### src/rtl/ps2_pkg.sv
// ps2_pkg: shared PS/2 state encoding, timing defaults and odd-parity helper
package ps2_pkg;
  typedef enum logic [2:0] {IDLE, RTS, REQ, START, DATA, ACK, WAIT_IDLE} ps2_state_t;
  localparam int INHIBIT_CYC_DEF = 5000;
  localparam int FILTER_LEN_DEF = 8;
  localparam int TIMEOUT_CYC_DEF = 750000;
  function automatic logic odd_parity(input logic [7:0] d);
    return ~^d;
  endfunction
endpackage

### src/rtl/ps2_clk_filter.sv
// ps2_clk_filter: synchronises the PS/2 clock and accepts a new level only after
// FILTER_LEN consecutive equal samples; fall pulses for one cycle on 1->0.
module ps2_clk_filter #(
  parameter int FILTER_LEN = 8
) (
  input  logic clk,
  input  logic reset,
  input  logic ps2c_in,
  output logic level,
  output logic fall
);
  localparam int CW = $clog2(FILTER_LEN + 1);
  logic c_m, c_s, hit;
  logic [CW-1:0] cnt;
  assign hit = (c_s != level) && cnt == CW'(FILTER_LEN - 1);
  always_ff @(posedge clk or negedge reset)
    if (!reset) begin
      c_m <= 1'b1;
      c_s <= 1'b1;
      level <= 1'b1;
      cnt <= '0;
      fall <= 1'b0;
    end else begin
      {c_s, c_m} <= {c_m, ps2c_in};
      cnt <= (c_s == level || hit) ? '0 : cnt + 1'b1;
      level <= hit ? c_s : level;
      fall <= hit & level;
    end
endmodule

### src/rtl/ps2_host_tx.sv
// ps2_host_tx: PS/2 host-to-device byte transmitter driving open-drain enables
module ps2_host_tx
  import ps2_pkg::*;
#(
  parameter int INHIBIT_CYC = INHIBIT_CYC_DEF,
  parameter int FILTER_LEN = FILTER_LEN_DEF,
  parameter int TIMEOUT_CYC = TIMEOUT_CYC_DEF
) (
  input  logic       clk,
  input  logic       reset,
  input  logic       wr_ps2,
  input  logic [7:0] din,
  input  logic       ps2c_in,
  input  logic       ps2d_in,
  output logic       ps2c_oe,
  output logic       ps2d_oe,
  output logic       tx_idle,
  output logic       done_tick,
  output logic       ack_err,
  output logic       timeout_err
);
  localparam int IW = $clog2(INHIBIT_CYC + 1);
  ps2_state_t state, state_n;
  logic [IW-1:0] cnt, cnt_n;
  logic [8:0] sreg, sreg_n;
  logic [3:0] bit_cnt, bit_cnt_n;
  logic ack_r, ack_r_n, c_oe_n, d_oe_n, idle_n, done_n, ack_err_n, to_err_n;
  logic c_lvl, fall, d_m, d_s, wd_exp, shift;
  ps2_clk_filter #(.FILTER_LEN(FILTER_LEN)) u_filt (
    .clk(clk),
    .reset(reset),
    .ps2c_in(ps2c_in),
    .level(c_lvl),
    .fall(fall)
  );
  always_ff @(posedge clk or negedge reset)
    if (!reset) {d_s, d_m} <= 2'b11;
    else {d_s, d_m} <= {d_m, ps2d_in};
`ifdef PS2_TX_TIMEOUT_EN
  localparam int WW = $clog2(TIMEOUT_CYC);
  logic [WW-1:0] wd;
  logic wd_run;
  assign wd_run = state inside {START, DATA, ACK, WAIT_IDLE};
  assign wd_exp = wd_run && !fall && wd == WW'(TIMEOUT_CYC - 1);
  always_ff @(posedge clk or negedge reset)
    if (!reset) wd <= '0;
    else wd <= (wd_run && !fall) ? wd + 1'b1 : '0;
`else
  assign wd_exp = 1'b0;
`endif
  always_ff @(posedge clk or negedge reset)
    if (!reset) begin
      state <= IDLE;
      cnt <= '0;
      sreg <= '0;
      bit_cnt <= '0;
      ack_r <= 1'b0;
      ps2c_oe <= 1'b0;
      ps2d_oe <= 1'b0;
      tx_idle <= 1'b1;
      done_tick <= 1'b0;
      ack_err <= 1'b0;
      timeout_err <= 1'b0;
    end else begin
      state <= state_n;
      cnt <= cnt_n;
      sreg <= sreg_n;
      bit_cnt <= bit_cnt_n;
      ack_r <= ack_r_n;
      ps2c_oe <= c_oe_n;
      ps2d_oe <= d_oe_n;
      tx_idle <= idle_n;
      done_tick <= done_n;
      ack_err <= ack_err_n;
      timeout_err <= to_err_n;
    end
  always_comb begin
    state_n = state;
    if (wd_exp) state_n = IDLE;
    else
      case (state)
        IDLE:      if (wr_ps2) state_n = RTS;
        RTS:       if (cnt == IW'(INHIBIT_CYC - 1)) state_n = REQ;
        REQ:       state_n = START;
        START:     if (fall) state_n = DATA;
        DATA:      if (fall && bit_cnt == 4'd8) state_n = ACK;
        ACK:       if (fall) state_n = WAIT_IDLE;
        WAIT_IDLE: if (c_lvl && d_s) state_n = IDLE;
        default:   state_n = IDLE;
      endcase
  end
  always_comb begin
    shift = fall && state_n == DATA;
    cnt_n = (state == RTS) ? cnt + 1'b1 : '0;
    sreg_n = (state == IDLE && wr_ps2) ? {odd_parity(din), din} : shift ? {1'b0, sreg[8:1]} : sreg;
    bit_cnt_n = (state == START) ? '0 : shift ? bit_cnt + 1'b1 : bit_cnt;
    ack_r_n = (state == ACK && fall) ? d_s : ack_r;
    c_oe_n = state_n inside {RTS, REQ};
    d_oe_n = (state_n inside {REQ, START}) ? 1'b1 : (state_n == DATA) ? (fall ? ~sreg[0] : ps2d_oe) : 1'b0;
    idle_n = state_n == IDLE;
    done_n = state != IDLE && state_n == IDLE;
    ack_err_n = done_n ? ack_r & ~wd_exp : ack_err;
    to_err_n = done_n ? wd_exp : timeout_err;
  end
endmodule

### config.mk
export PLATFORM = sky130hd
export DESIGN_NAME = ps2_host_tx
export DESIGN_NICKNAME = d
export VERILOG_FILES = /design/src/rtl/ps2_pkg.sv /design/src/rtl/ps2_clk_filter.sv /design/src/rtl/ps2_host_tx.sv
export SDC_FILE = /design/constraint.sdc
export NUM_CORES = 1
export LEC_CHECK = 0
export BUFFER_PORTS_ARGS = -buffer_cell sky130_fd_sc_hd__buf_4
export CAP_MARGIN = 20
export CORE_MARGIN = 2
export CORE_UTILIZATION = 40
export DETAILED_ROUTE_END_ITERATION = 8
export GPL_ROUTABILITY_DRIVEN = 0
export PLACE_DENSITY_LB_ADDON = 0.15
export SLEW_MARGIN = 20
export SYNTH_ARGS = -nofsm -noshare
export SYNTH_HDL_FRONTEND = slang
export SYNTH_SLANG_ARGS = --single-unit
### constraint.sdc
create_clock -name clk -period 2.1 [get_ports clk]
set_input_delay 0.21 -clock clk [delete_from_list [all_inputs] [get_ports clk]]
set_output_delay 0.21 -clock clk [all_outputs]
set_load 0.05 [all_outputs]
After elaboration in Yosys (flattened, before gate mapping)
Index checks and enable logic that the tools add are counted.
W data, S select, Z words.
{"block": "totals", "register_bits": 45, "inputBits": 13, "output_inout_bits": 6, "wordCells": 70}
{"block": "op_classes", "add_sub_neg": 3, "eq_ne": 16, "muxes": 16, "bitwise": 2, "n_reduce_logical": 16}
{"operator": "$pmux W3 S7", "count": 1}
{"operator": "$mux W3", "count": 6}
{"operator": "$mux W9", "count": 2}
{"operator": "$add A13 B1 Y13 const B", "count": 1}
{"operator": "$eq A13 B13 Y1 const B", "count": 1}
{"operator": "$mux W13", "count": 1}
{"operator": "$eq A3 B2 Y1 const B", "count": 4}
{"operator": "$eq A3 B3 Y1 const B", "count": 4}
{"operator": "$mux W4", "count": 3}
{"operator": "$add A4 B1 Y4 const B", "count": 2}
{"operator": "$reduce_bool A2 Y1", "count": 4}
{"operator": "$reduce_xnor A8 Y1", "count": 1}
{"operator": "$logic_and A1 B1 Y1", "count": 7}
{"operator": "$eq A3 B1 Y1 const B", "count": 2}
{"operator": "$logic_not A3 Y1", "count": 2}
{"operator": "$eq A4 B3 Y1 const B", "count": 1}
{"operator": "$eq A4 B4 Y1 const B", "count": 1}
{"operator": "$mux W1", "count": 3}
{"operator": "$ne A3 B1 Y1 const B", "count": 1}
{"operator": "$reduce_bool A3 Y1", "count": 1}
{"operator": "$and A1 B1 Y1", "count": 1}
{"operator": "$eq A1 B1 Y1", "count": 1}
{"operator": "$logic_or A1 B1 Y1", "count": 1}
{"operator": "$ne A1 B1 Y1", "count": 1}
{"operator": "$not A1 Y1", "count": 1}

Depth between registers and ports, before layout
Gate-level depths: netlist of run 1.
{"block": "depth", "depth_word": 8, "ltp_mapped": 7}

Hierarchy
A second synthesis of run 1 with hierarchy kept.
{"block": "unflattened", "hier_cells": 197, "area_unflattened_um2": 2140.8}
{"mod": "ps2_host_tx", "n_inst": 1, "cells_each": 175, "area_each_um2": 1818.0, "seq_area_each_um2": 929.6}
{"mod": "ps2_clk_filter", "n_inst": 1, "cells_each": 22, "area_each_um2": 322.8, "seq_area_each_um2": 203.9}

Worst setup path after synthesis of run 1
No wires, ideal clock.
{"block": "synth_timing", "path_type": "register to register", "from": "register bit_cnt[0]", "to": "register sreg[3]", "t_arrival_ps": 1465, "required_ps": 1963, "setup_slack_ps": 498, "path_stages_with_launch": 8, "path_buffers": 1, "period_less_slack_ps": 1602, "cell_sequence": "dfrtp_1 > inv_1 > ha_1 > and4b_4 > a2bb2oi_4 > buf_8 > mux2i_1 > a21oi_1"}
{"block": "synth_between", "elab_chain_cells": 7}
{"item": "start: declaration", "line_no": "ps2_host_tx.sv:26", "rtl": "logic [3:0] bit_cnt, bit_cnt_n;"}
{"item": "start signal: assignment", "line_no": "ps2_host_tx.sv:68", "rtl": "bit_cnt <= bit_cnt_n;"}
{"item": "$eq A4 B4 Y1", "line_no": "ps2_host_tx.sv:86", "rtl": "DATA: if (fall && bit_cnt == 4'd8) state_n = ACK;"}
{"item": "$logic_and A1 B1 Y1", "line_no": "ps2_host_tx.sv:86"}
{"item": "$mux W3", "line_no": "ps2_host_tx.sv:86"}
{"item": "$pmux W3 S7", "line_no": "ps2_host_tx.sv:81", "rtl": "case (state)"}
{"item": "$eq A3 B3 Y1", "line_no": "ps2_host_tx.sv:93", "rtl": "shift = fall && state_n == DATA;"}
{"item": "$logic_and A1 B1 Y1", "line_no": "ps2_host_tx.sv:93"}
{"item": "$reduce_bool A2 Y1 (no line)"}
{"item": "end signal: assignment", "line_no": "ps2_host_tx.sv:67", "rtl": "sreg <= sreg_n;"}
{"item": "end: declaration", "line_no": "ps2_host_tx.sv:25", "rtl": "logic [8:0] sreg, sreg_n;"}
No other way between the ends.
A chain may end at the register's enable or synchronous reset.

Worst setup path after layout of run 1
{"block": "layout_timing", "from": "register bit_cnt[0]", "to": "register sreg[1]"}
The elaborated chain is that of the path after synthesis.

==> impl_results.md, run 1 <==
- Post-synth top cells: dfrtp_1 (39), nor2_1 (27), a21oi_1 (11), xnor2_1 (11)
- Final setup viols: 0
- Hold Path Class: input port to flip-flop
- Worst Path Required: 2.25 ns
- Clk_lat worst skew: 0.30 ns
- Syn Std Cell Area: 0.00215 mm²
- Fin crit period: ~1.8 ns
- Simple-gate area share of the yosys netlist: 17.0%
- Post-synthesis adder-cell area fraction: 2.32%
- Layout fillers: 503
- Vias post-DR: 1439
- CTS H-Tree Depth: 2
- WHS Endpoint: sreg[6]$_DFFE_PN0P_
- Die Area: 0.00599 mm²
- Fin. max-slew vios: 0
- Total Routing Usage GR: 13.7%
- YS warnings: 0
- Reg-to-Reg Start: bit_cnt[0]$_DFFE_PN0P_
- Clock skew: around 0.0056 ns
- Initial antenna violation count: 0
- Die width: 77.4 µm
- Row Count: 26
- Reg2Reg Depth: 6
- Hold Path Cell Cnt: 3
- Area of the core: about 0.0051 mm²
- Seq. cell area: around 0.0011 mm²
- P_leak: 1.11 nW
- TritonCTS Sinks: 45
- Post-synth EDFFs: 0
- Top cells by area, synth: dfrtp_1 (45%), dfstp_2 (7.3%), nor2_1 (4.7%)
- Status: finished, final reports clean
- First-pass GRT wire length: 6510 µm
- Drt wl/cell: 12.9 µm
- Share of the synthesized area in the top cell type: 45.3%
- PortBufs: 17
- Initial drt markers: 49
- Share of cells above drive strength 1: a little under 20%
- Initial Util: 41.9%
- Overall Power: 0.00164 W
- Async set-or-reset flop fraction in the synthesized netlist: 100%
- Period utilization: a little under 90%
- Min-delay src: din[6]
- Multiplexer share of the synthesized area: 6.21%
- Crit path DAT: 1.98 ns
- Dpl hpwl: ~2600 µm
- Sequential share of the synthesized area: a little over half
- Area of the multi-input gates: about 920 µm²
- CTS tree: built
- RSZ-0062 raised after global routing: no
- R2r endpoint: sreg[1]$_DFFE_PN0P_
- Count leader, synth: dfrtp_1
- Startpoint types: flip-flop
- Vias per Instance: 5.01
- Main combinational cell family by area after synthesis: simple AND/OR/NAND/NOR gates
- GR Overflow Total: 0
- Tightest Pin Transition: 0.586 ns
- I/O pins: 19
- Clock-pin slew on the worst setup and hold paths: 0.08 ns
- Routed WL: ~3700 µm
- Final Cell Area: 0.00244 mm²
- Worst vdd ir: 0.444 mV
- Post-DRT Antenna Nets: 0
- Syn Area/Cell: 11.0 µm²
- Clock Tree Buf Depth: 2
- Pin count of the biggest net entering global routing: 46
- Xor-xnor portion of the synthesized cell area: under 10%
- Syn Inst Count: just under 200
- Pwr dens: 673 mW/mm²
- Critical path fanouts, max: 15
- Ant diodes: 0
- Area Overhead vs Synth: 13.2%
- Area post-placement: 0.00231 mm²
- Setup TNS: 0 ns
- Worst reg2reg setup slack: 0.28 ns
- Setup CP Type: flip-flop to flip-flop
- Pre-Repair DR Iteration Count: 4
- Root buffer cell: clkbuf_8
- Total CTS buffers: 5
- Max frequency: around 550 MHz
- Worst rel slew slack: around three fifths
- Main synth FF type: dfrtp_1
- Distinct cells, synth: 50
- Post-synth net total: 213
- Final Hold Vio Count: 0
- DRC errors left: 0
- Vias in the first global route: about 1500
- Layout net count: 233
- FF+latch count, synth: 45
- Yosys top cell by area: dfrtp_1
- Compound-cell area share of the yosys netlist: around 8.6%
- Max-Cap Viols: 0
- Worst setup EP type: flip-flop
- Die H: 77.4 µm
-- worst max-delay path: stages (launching register included) --
cell and delay (ns):
dfrtp_1 0.41, inv_1 0.10, ha_1 0.14, and4b_4 0.26, a2bb2oi_4 0.42, mux2i_1 0.26, a21oi_1 0.09
-- how the worst max path moves through the flow --
stage                                endpoint                   start  slack (ns)
after global routing      sreg[6]$_DFFE_PN0P_  bit_cnt[0]$_DFFE_PN0P_        0.11
final                     sreg[1]$_DFFE_PN0P_  bit_cnt[0]$_DFFE_PN0P_        0.28
after floorplan           sreg[3]$_DFFE_PN0P_  bit_cnt[0]$_DFFE_PN0P_        0.50
after global placement    sreg[5]$_DFFE_PN0P_  bit_cnt[0]$_DFFE_PN0P_        0.38
after detailed placement  sreg[1]$_DFFE_PN0P_  bit_cnt[0]$_DFFE_PN0P_        0.26
after CTS                 sreg[1]$_DFFE_PN0P_  bit_cnt[0]$_DFFE_PN0P_        0.25
-- routing by layer --
layer  vias to the layer above  share of wire [%]  global-route usage (%)
li1                        706                  -                       -
met1                       705                 45                    16.5
met2                        22                 50                    22.7
met3                         6                3.5                    4.07
met4                         0                1.6                    6.25
met5                         -                  0                       0
-- timing repair --
item                      4_1_cts  5_1_grt
hold buffers                    1        2
gates resized for setup         0        0
setup buffers                   0        0
hold endpoints to repair       39        2
-- cells in the final DEF, fill, tap and decap left out, types with 2 or more instances in the layout --
master         synthesis  layout
a21oi_1               11      11
nor2_1                27      27
nand2_1                8       8
and4_1                 2       2
and2_1                 2       2
nand4_1                4       4
nor3_1                 3       3
dfstp_2                6       6
dlygate4sd3_1          0       3
mux2_2                 3       3
nand3_1                5       5
o21ai_0                5       5
and3_1                 3       3
buf_4                  1      19
ha_1                   4       4
dfrtp_1               39      39
xnor2_1               11      11
inv_1                  7       7
mux2i_1               10      10
clkbuf_8               0       6
xor2_1                10      10
-- sequential cells by signal, indices dropped and copies added, names as in the netlist --
register,flops
cnt,13
sreg,9
bit_cnt,4
u_filt.cnt,4
state,3
ack_err,1
ack_r,1
d_m,1
d_s,1
done_tick,1
ps2c_oe,1
ps2d_oe,1
tx_idle,1
u_filt.c_m,1
u_filt.c_s,1
u_filt.fall,1
u_filt.level,1
-- power by group --
group | internal [W] | leakage [nW] | switching [W] | total [W]
logic | 0.0000715 | 0.525 | 0.0000681 | 0.000140
clock network | 0.000267 | 0.0512 | 0.000293 | 0.000559
registers | 0.000910 | 0.538 | 0.0000314 | 0.000942
total | 0.00125 | 1.11 | 0.000392 | 0.00164
-- cell type report --
| type | instances | area share [%] |
|---|---|---|
| flip-flops and latches | 45 | 46.5 |
| multi-input cells | 135 | 37.8 |
| repair buffers | 22 | 7.08 |
| well taps | 70 | 3.59 |
| clock buffers | 6 | 3.39 |
| inverters | 7 | 1.08 |
| clock inverters | 2 | 0.564 |
-- through the flow --
step	utilization, %	setup WS, ns	hold slack [ns]	cells
after floorplan	-	0.498	-0.0856	196
after global placement	45.0	0.375	0.236	276
after detailed placement	45.0	0.264	0.249	276
after CTS	47.1	0.252	0.00112	285
after global routing	47.4	0.115	0.180	287
final	47.4	0.275	0.184	287
-- kinds of logic after synthesis --
| kind of cell | Yosys count |
|---|---|
| other cells | 1 |
| compound gates | 27 |
| buf+inv | 16 |
| xor+xnor | 21 |
| flops | 45 |
| simple gates | 69 |
| fa+ha+maj | 4 |
| mux | 13 |
(Power assumes the default switching activity.)
==> inputs of run 2 (changes only) <==
--- a/config.mk
+++ b/config.mk
@@ -12,6 +12,7 @@
 export DETAILED_ROUTE_END_ITERATION = 8
 export GPL_ROUTABILITY_DRIVEN = 0
 export PLACE_DENSITY_LB_ADDON = 0.15
+export RECOVER_POWER = 50
 export SLEW_MARGIN = 20
 export SYNTH_ARGS = -nofsm -noshare
 export SYNTH_HDL_FRONTEND = slang
==> run 2 against run 1 <==
Effect of this change: fmax did not move; global-route usage did not move; power barely moved; critical path depth did not move; worst hold slack did not move; clock power barely moved; core utilization barely moved; cell count did not move; register-to-register slack barely moved; sequential power barely moved; clock-buffer cell count did not move; highest routed layer unchanged.
==> impl_results.md, run 2 (synthesis results as in run 1) <==
- P_leak: 1.11 nW (about the same)
- Setup ws final: 0.275 ns (unchanged)
- Post-DRT Antenna Nets: 0 (unchanged)
- Root buffer cell: clkbuf_8
- First-pass GRT wire length: 6510 µm (unchanged)
- Fin crit period: 1.82 ns (unchanged)
- Fin util: 47.4% (-0.049 points)
- Worst setup EP type: flip-flop
- Drt wl/cell: 12.9 µm (about the same)
- Top reg by flops: cnt
- Clock Tree Buf Depth: 2 (unchanged)
- Layout net count: 233 (unchanged)
- Max reg flops: 13 (unchanged)
- Routed WL: 3710 µm (about the same)
- Max frequency: 548 MHz (unchanged)
- Die Area: 0.00599 mm² (unchanged)
- GR Overflow Total: 0 (unchanged)
- Vias per Instance: 5.01 (unchanged)
- Setup repair bufs after CTS: 0 (unchanged)
- Final Cell Area: 0.00244 mm² (-0.10%)
- CP peak stage delay: 0.42 ns (about the same)
- Worst vdd ir: 0.443 mV (about the same)
- CTS H-Tree Depth: 2 (unchanged)
- Pre-CTS WS: 0.264 ns (unchanged)
- Setup CP Type: flip-flop to flip-flop
- Vias post-DR: 1439 (unchanged)
- Vias in the first global route: 1481 (unchanged)
- Clock skew: 0.00558 ns (-0.0000449 ns)
- Area of the core: 0.00514 mm² (unchanged)
- RSZ-0062 raised after global routing: no
- Final setup viols: 0 (unchanged)
- Initial antenna violation count: 0 (unchanged)
- Non-Filler Instances: 287 (unchanged)
- Regs by FF count: cnt x13, sreg x9
- Period utilization: 86.9% (unchanged)
- Fin. max-slew vios: 0 (unchanged)
- Final Hold Vio Count: 0 (unchanged)
- Area post-placement: 0.00231 mm² (unchanged)
- Worst rel slew slack: 27.2% (-34 points)
- Setup TNS: 0 ns (unchanged)
- Dpl hpwl: 2620 µm (unchanged)
- Ant diodes: 0 (unchanged)
- Post_cts resized: 0 (unchanged)
- Share of cells above drive strength 1: 19.4% (unchanged)
- Placed Cells incl. Taps: 276 (unchanged)
- Initial drt markers: 49 (unchanged)
- PortBufs: 17 (unchanged)
- Slowest-stage cell, CP: a2bb2oi_4
- Clock-pin slew on the worst setup and hold paths: 0.08 ns (about the same)
- Initial Util: 41.9% (unchanged)
- TritonCTS Sinks: 45 (unchanged)
- Total CTS buffers: 5 (unchanged)
- Die width: 77.4 µm (unchanged)
- I/O pins: 19 (unchanged)
- Tightest Pin Transition: 1.09 ns (+0.507 ns)
- Die H: 77.4 µm (unchanged)
- Max-Cap Viols: 0 (unchanged)
- DRC errors left: 0 (unchanged)
- Layout fillers: 504 (+0.20%)
- CTS tree: built
- Row Count: 26 (unchanged)
- Startpoint types: flip-flop
- Critical path fanouts, max: 15 (unchanged)
- Area Overhead vs Synth: 13.1%
- Clk_lat worst skew: 0.30 ns (about the same)
- Total Routing Usage GR: 13.7% (unchanged)
- Commonest non-fill, non-tap cell in the layout: dfrtp_1
- Crit path DAT: 1.98 ns (about the same)
- Worst Path Required: 2.25 ns (about the same)
- Pin count of the biggest net entering global routing: 46 (unchanged)
- Crit path cell chain: inv_1 > ha_1 > and4b_4 > a2bb2oi_4 > mux2i_1 > a21oi_1
- Pwr dens: 673 mW/mm² (about the same)
- Status: finished, final reports clean
- Pre-Repair DR Iteration Count: 4 (unchanged)
- Commonest cells after routing, fill and taps aside: dfrtp_1 (39), nor2_1 (27), buf_4 (16)
- Hold Path Class: input port to flip-flop
run 2: cell count changes in the layout (fill, tap and decap cells not counted), sizes merged:
cell and change:
buf -3, clkbuf +3
run 2: timing repair:
item	4_1_cts	5_1_grt
hold buffers	1	2
setup endpoints to repair	0	0
endpoints found under the hold margin	39	2
run 2: routing by layer:
metal / part of all wire (%) / GRT usage (%)
met4: 1.6 / 6.25
met3: 3.5 / 4.07
met2: 50 / 22.7
met1: 45 / 16.5
met5: 0 / 0
run 2: path summary, 6_finish.rpt:
| path | from | end | slack, ns | depth (start not counted) |
|---|---|---|---|---|
| max | bit_cnt[0]$_DFFE_PN0P_ | sreg[1]$_DFFE_PN0P_ | 0.28 | 6 |
| min | din[6] | sreg[6]$_DFFE_PN0P_ | 0.18 | 3 |
| max reg2reg | bit_cnt[0]$_DFFE_PN0P_ | sreg[1]$_DFFE_PN0P_ | 0.28 | 6 |
| min reg2reg | d_m$_DFF_PN1_ | d_s$_DFF_PN1_ | 0.35 | 0 |
| max in group asynchronous | reset | sreg[4]$_DFFE_PN0P_ | 0.79 | 2 |
| min in group asynchronous | reset | cnt[0]$_DFF_PN0_ | 0.65 | 2 |
run 2: through the flow:
stage / total power (W) / hold slack [ns]
CTS: 0.00166 / 0.00112
detailed placement: 0.00110 / 0.249
finish: 0.00164 / 0.184
floorplan: 0.00104 / -0.0856
global route: 0.00173 / 0.180
global placement: 0.00109 / 0.236
run 2: power breakdown:
| part | switching, W | internal [W] | leakage [nW] | total [W] |
|---|---|---|---|---|
| registers | 0.0000314 | 0.000910 | 0.538 | 0.000942 |
| clock network | 0.000293 | 0.000267 | 0.0512 | 0.000559 |
| logic | 0.0000680 | 0.0000707 | 0.524 | 0.000139 |
| total | 0.000392 | 0.00125 | 1.11 | 0.00164 |
run 2: critical path, delay by kind of cell (launching register included):
| kind | cells | cell delay (ns) |
|---|---|---|
| simple gates | 1 | 0.26 |
| fa+ha+maj | 1 | 0.14 |
| compound gates | 2 | 0.51 |
| buf+inv | 1 | 0.10 |
| mux | 1 | 0.26 |
| flops | 1 | 0.41 |
run 2: final cells by class:
cell class | count | area [µm²] | area share (%)
sequential | 45 | 1130 | 46.5
multi-input combinational | 135 | 922 | 37.9
timing repair buffer | 22 | 170 | 6.99
tap | 70 | 87.6 | 3.60
clock buffer | 6 | 82.6 | 3.39
inverter | 7 | 26.3 | 1.08
clock inverter | 2 | 13.8 | 0.565
==> inputs of run 3 (changes only) <==
--- a/config.mk
+++ b/config.mk
@@ -7,7 +7,7 @@
 export LEC_CHECK = 0
 export BUFFER_PORTS_ARGS = -buffer_cell sky130_fd_sc_hd__buf_4
 export CAP_MARGIN = 20
-export CORE_MARGIN = 2
+export CORE_MARGIN = 3
 export CORE_UTILIZATION = 40
 export DETAILED_ROUTE_END_ITERATION = 8
 export GPL_ROUTABILITY_DRIVEN = 0
==> constraint.sdc (replaced) <==
create_clock -name clk -period 1.7 [get_ports clk]
set_input_delay 0.17 -clock clk [delete_from_list [all_inputs] [get_ports clk]]
set_output_delay 0.17 -clock clk [all_outputs]
set_load 0.05 [all_outputs]
==> run 3 against run 2 <==
Effect of this change: cell count is 4.2% higher; die area is 5.2% higher; clock-buffer cell count stayed put; sequential power is 23% higher; largest cell class unchanged; highest routed layer unchanged.
==> impl_results.md, run 3 (synthesis results as in run 1) <==
- Worst vdd ir: 0.383 mV (-14%)
- Min-delay src: din[2]
- Seq pwr share: 53.5% (-3.9 points)
- Fin util: 50.4% (+3.0 points)
- Dpl hpwl: 2590 µm (-1.1%)
- R2r endpoint: bit_cnt[3]$_DFFE_PN0P_
- Share of cells above drive strength 1: 25.3% (+6.0 points)
- Top reg by flops: cnt
- Commonest non-fill, non-tap cell in the layout: dfrtp_1
- Startpoint types: flip-flop
- Total Routing Usage GR: 13.4% (-0.26 points)
- Vias post-DR: 1464 (+1.7%)
- Final setup viols: 0 (unchanged)
- Die H: 79.4 µm (+2.6%)
- Reg2Reg Depth: 4 (-2)
- Critical path fanouts, max: 8 (-7)
- Sw Share: 22.0% (-2.0 points)
- Setup CP Type: flip-flop to flip-flop
- Crit path DAT: 1.86 ns (-0.12 ns)
- Worst rel slew slack: 28.4% (+1.2 points)
- Worst Path Required: 1.92 ns (-0.33 ns)
- Routed WL: 3780 µm (+2.0%)
- Pre-Repair DR Iteration Count: 4 (unchanged)
- Worst reg2reg setup slack: 0.06 ns (-0.21 ns)
- Int Power: 0.00169 W (+35%)
- Root buffer cell: clkbuf_8
- Area of the core: 0.00517 mm² (+0.63%)
- Gate power share: 8.0% (-0.5 points)
- Row Count: 26 (unchanged)
- Sw Pwr: 0.000475 W (+21%)
- Reg-to-Reg Start: state[2]$_DFF_PN0_
- First-pass GRT wire length: 6760 µm (+3.8%)
- Regs by FF count: cnt x13, sreg x9
- DRC errors left: 0 (unchanged)
- Max reg flops: 13 (unchanged)
- Final Hold Vio Count: 0 (unchanged)
- Die width: 79.4 µm (+2.6%)
- TritonCTS Sinks: 45 (unchanged)
- Clock skew: 0.00354 ns (-0.00204 ns)
- I/O pins: 19 (unchanged)
- Fin crit period: 1.64 ns (-0.185 ns)
- WHS Endpoint: sreg[2]$_DFFE_PN0P_
- Hold Path Class: input port to flip-flop
- Post-DRT Antenna Nets: 0 (unchanged)
- Vias per Instance: 4.90 (-2.3%)
- Initial drt markers: 111 (+130%)
- Worst setup EP type: flip-flop
- Drt wl/cell: 12.6 µm (-2.1%)
- Layout net count: 245 (+5.2%)
- Total CTS buffers: 5 (unchanged)
- Area Overhead vs Synth: 20.9%
- Pin count of the biggest net entering global routing: 46 (unchanged)
- Hold WS: 0.141 ns (-0.0436 ns)
- Die Area: 0.00630 mm² (+5.2%)
- Ant diodes: 0 (unchanged)
- Fin. max-slew vios: 0 (unchanged)
- Clock power share: 38.5% (+4.4 points)
- Max frequency: 610 MHz (+11%)
- CTS tree: built
- Pwr dens: 831 mW/mm² (+23%)
- Tightest Pin Transition: 1.07 ns (-0.0185 ns)
- GR Overflow Total: 0 (unchanged)
- Status: finished, final reports clean
- Layout fillers: 480 (-4.8%)
- Clock Tree Buf Depth: 2 (unchanged)
- Commonest cells after routing, fill and taps aside: dfrtp_1 (39), nor2_1 (27), buf_4 (26)
- Clock-pin slew on the worst setup and hold paths: 0.08 ns (about the same)
- Vias in the first global route: 1535 (+3.6%)
- PortBufs: 17 (unchanged)
- Hold Path Cell Cnt: 3 (unchanged)
- P_leak: 1.19 nW (+7.2%)
- Initial antenna violation count: 0 (unchanged)
- Max-Cap Viols: 0 (unchanged)
- CTS H-Tree Depth: 2 (unchanged)
- Clk_lat worst skew: 0.29 ns (about the same)
- Initial Util: 41.7% (-0.26 points)
- Period utilization: 96.4% (+9.6 points)
-- run 3: changes by cell type in the layout (fill, tap and decap cells not counted), sizes merged --
cell,change
bufinv,+1
clkinvlp,+1
a2bb2oi,+1
buf,+11
clkinv,-2
-- run 3: worst max path at each step --
stage                                start  slack, ns  cells after the start                     end
global placement    bit_cnt[0]$_DFFE_PN0P_       0.02                      6     sreg[6]$_DFFE_PN0P_
detailed placement  bit_cnt[0]$_DFFE_PN0P_      -0.03                      6     sreg[6]$_DFFE_PN0P_
CTS                 bit_cnt[0]$_DFFE_PN0P_      0.009                      6  bit_cnt[2]$_DFFE_PN0P_
global route        bit_cnt[0]$_DFFE_PN0P_     -0.003                      7     sreg[2]$_DFFE_PN0P_
floorplan           bit_cnt[0]$_DFFE_PN0P_        0.1                      7     sreg[3]$_DFFE_PN0P_
finish                  state[2]$_DFF_PN0_       0.06                      4  bit_cnt[3]$_DFFE_PN0P_
-- run 3: worst max-delay path, stage by stage, from the launching register on --
cell and delay, ns:
dfrtp_1 0.48, and3b_1 0.41, a2bb2oi_4 0.14, or3_1 0.37, a21oi_1 0.17
-- run 3: cell type report --
class / count / area (µm²) / share of cell area [%]
sequential: 45 / 1130 / 43.5
multi-input combinational: 136 / 972 / 37.3
timing repair buffer: 33 / 265 / 10.2
tap: 70 / 87.6 / 3.36
clock buffer: 6 / 82.6 / 3.17
clock inverter: 2 / 37.5 / 1.44
inverter: 7 / 26.3 / 1.01
-- run 3: through the flow --
stage,power (W),setup WS (ns),std cells,instance area (µm²),TNS [ns]
final,0.00216,0.0604,299,2610,0
after global routing,0.00229,-0.00276,299,2610,-0.00394
after global placement,0.00134,0.0206,286,2390,0
after floorplan,0.00128,0.0982,196,2150,0
after CTS,0.00220,0.00875,298,2550,0
after detailed placement,0.00135,-0.0347,286,2390,-0.104
-- run 3: power by group through the flow --
stage	Combinational (W)	Sequential [W]	Clock [W]
2_1_floorplan	0.000112	0.00117	0
3_3_place_gp	0.000165	0.00118	0
3_5_place_dp	0.000173	0.00118	0
4_1_cts	0.000179	0.00116	0.000865
5_1_grt	0.000204	0.00117	0.000922
6_report	0.000172	0.00116	0.000834
-- run 3: per-layer routing --
layer	GRT usage (%)	share of wire [%]
met4	5.15	0.98
met3	3.61	4.2
met5	0	0
met1	17.9	49
met2	21.0	46
-- run 3: repair_timing --
item                       4_1_cts  5_1_grt
resized for setup                0        6
hold endpoints to repair        41        0
buffers inserted                 0        1
pin swaps                        0        0
hold buffers                     3        0
setup endpoints to repair       10       12
gates cloned                     1        0
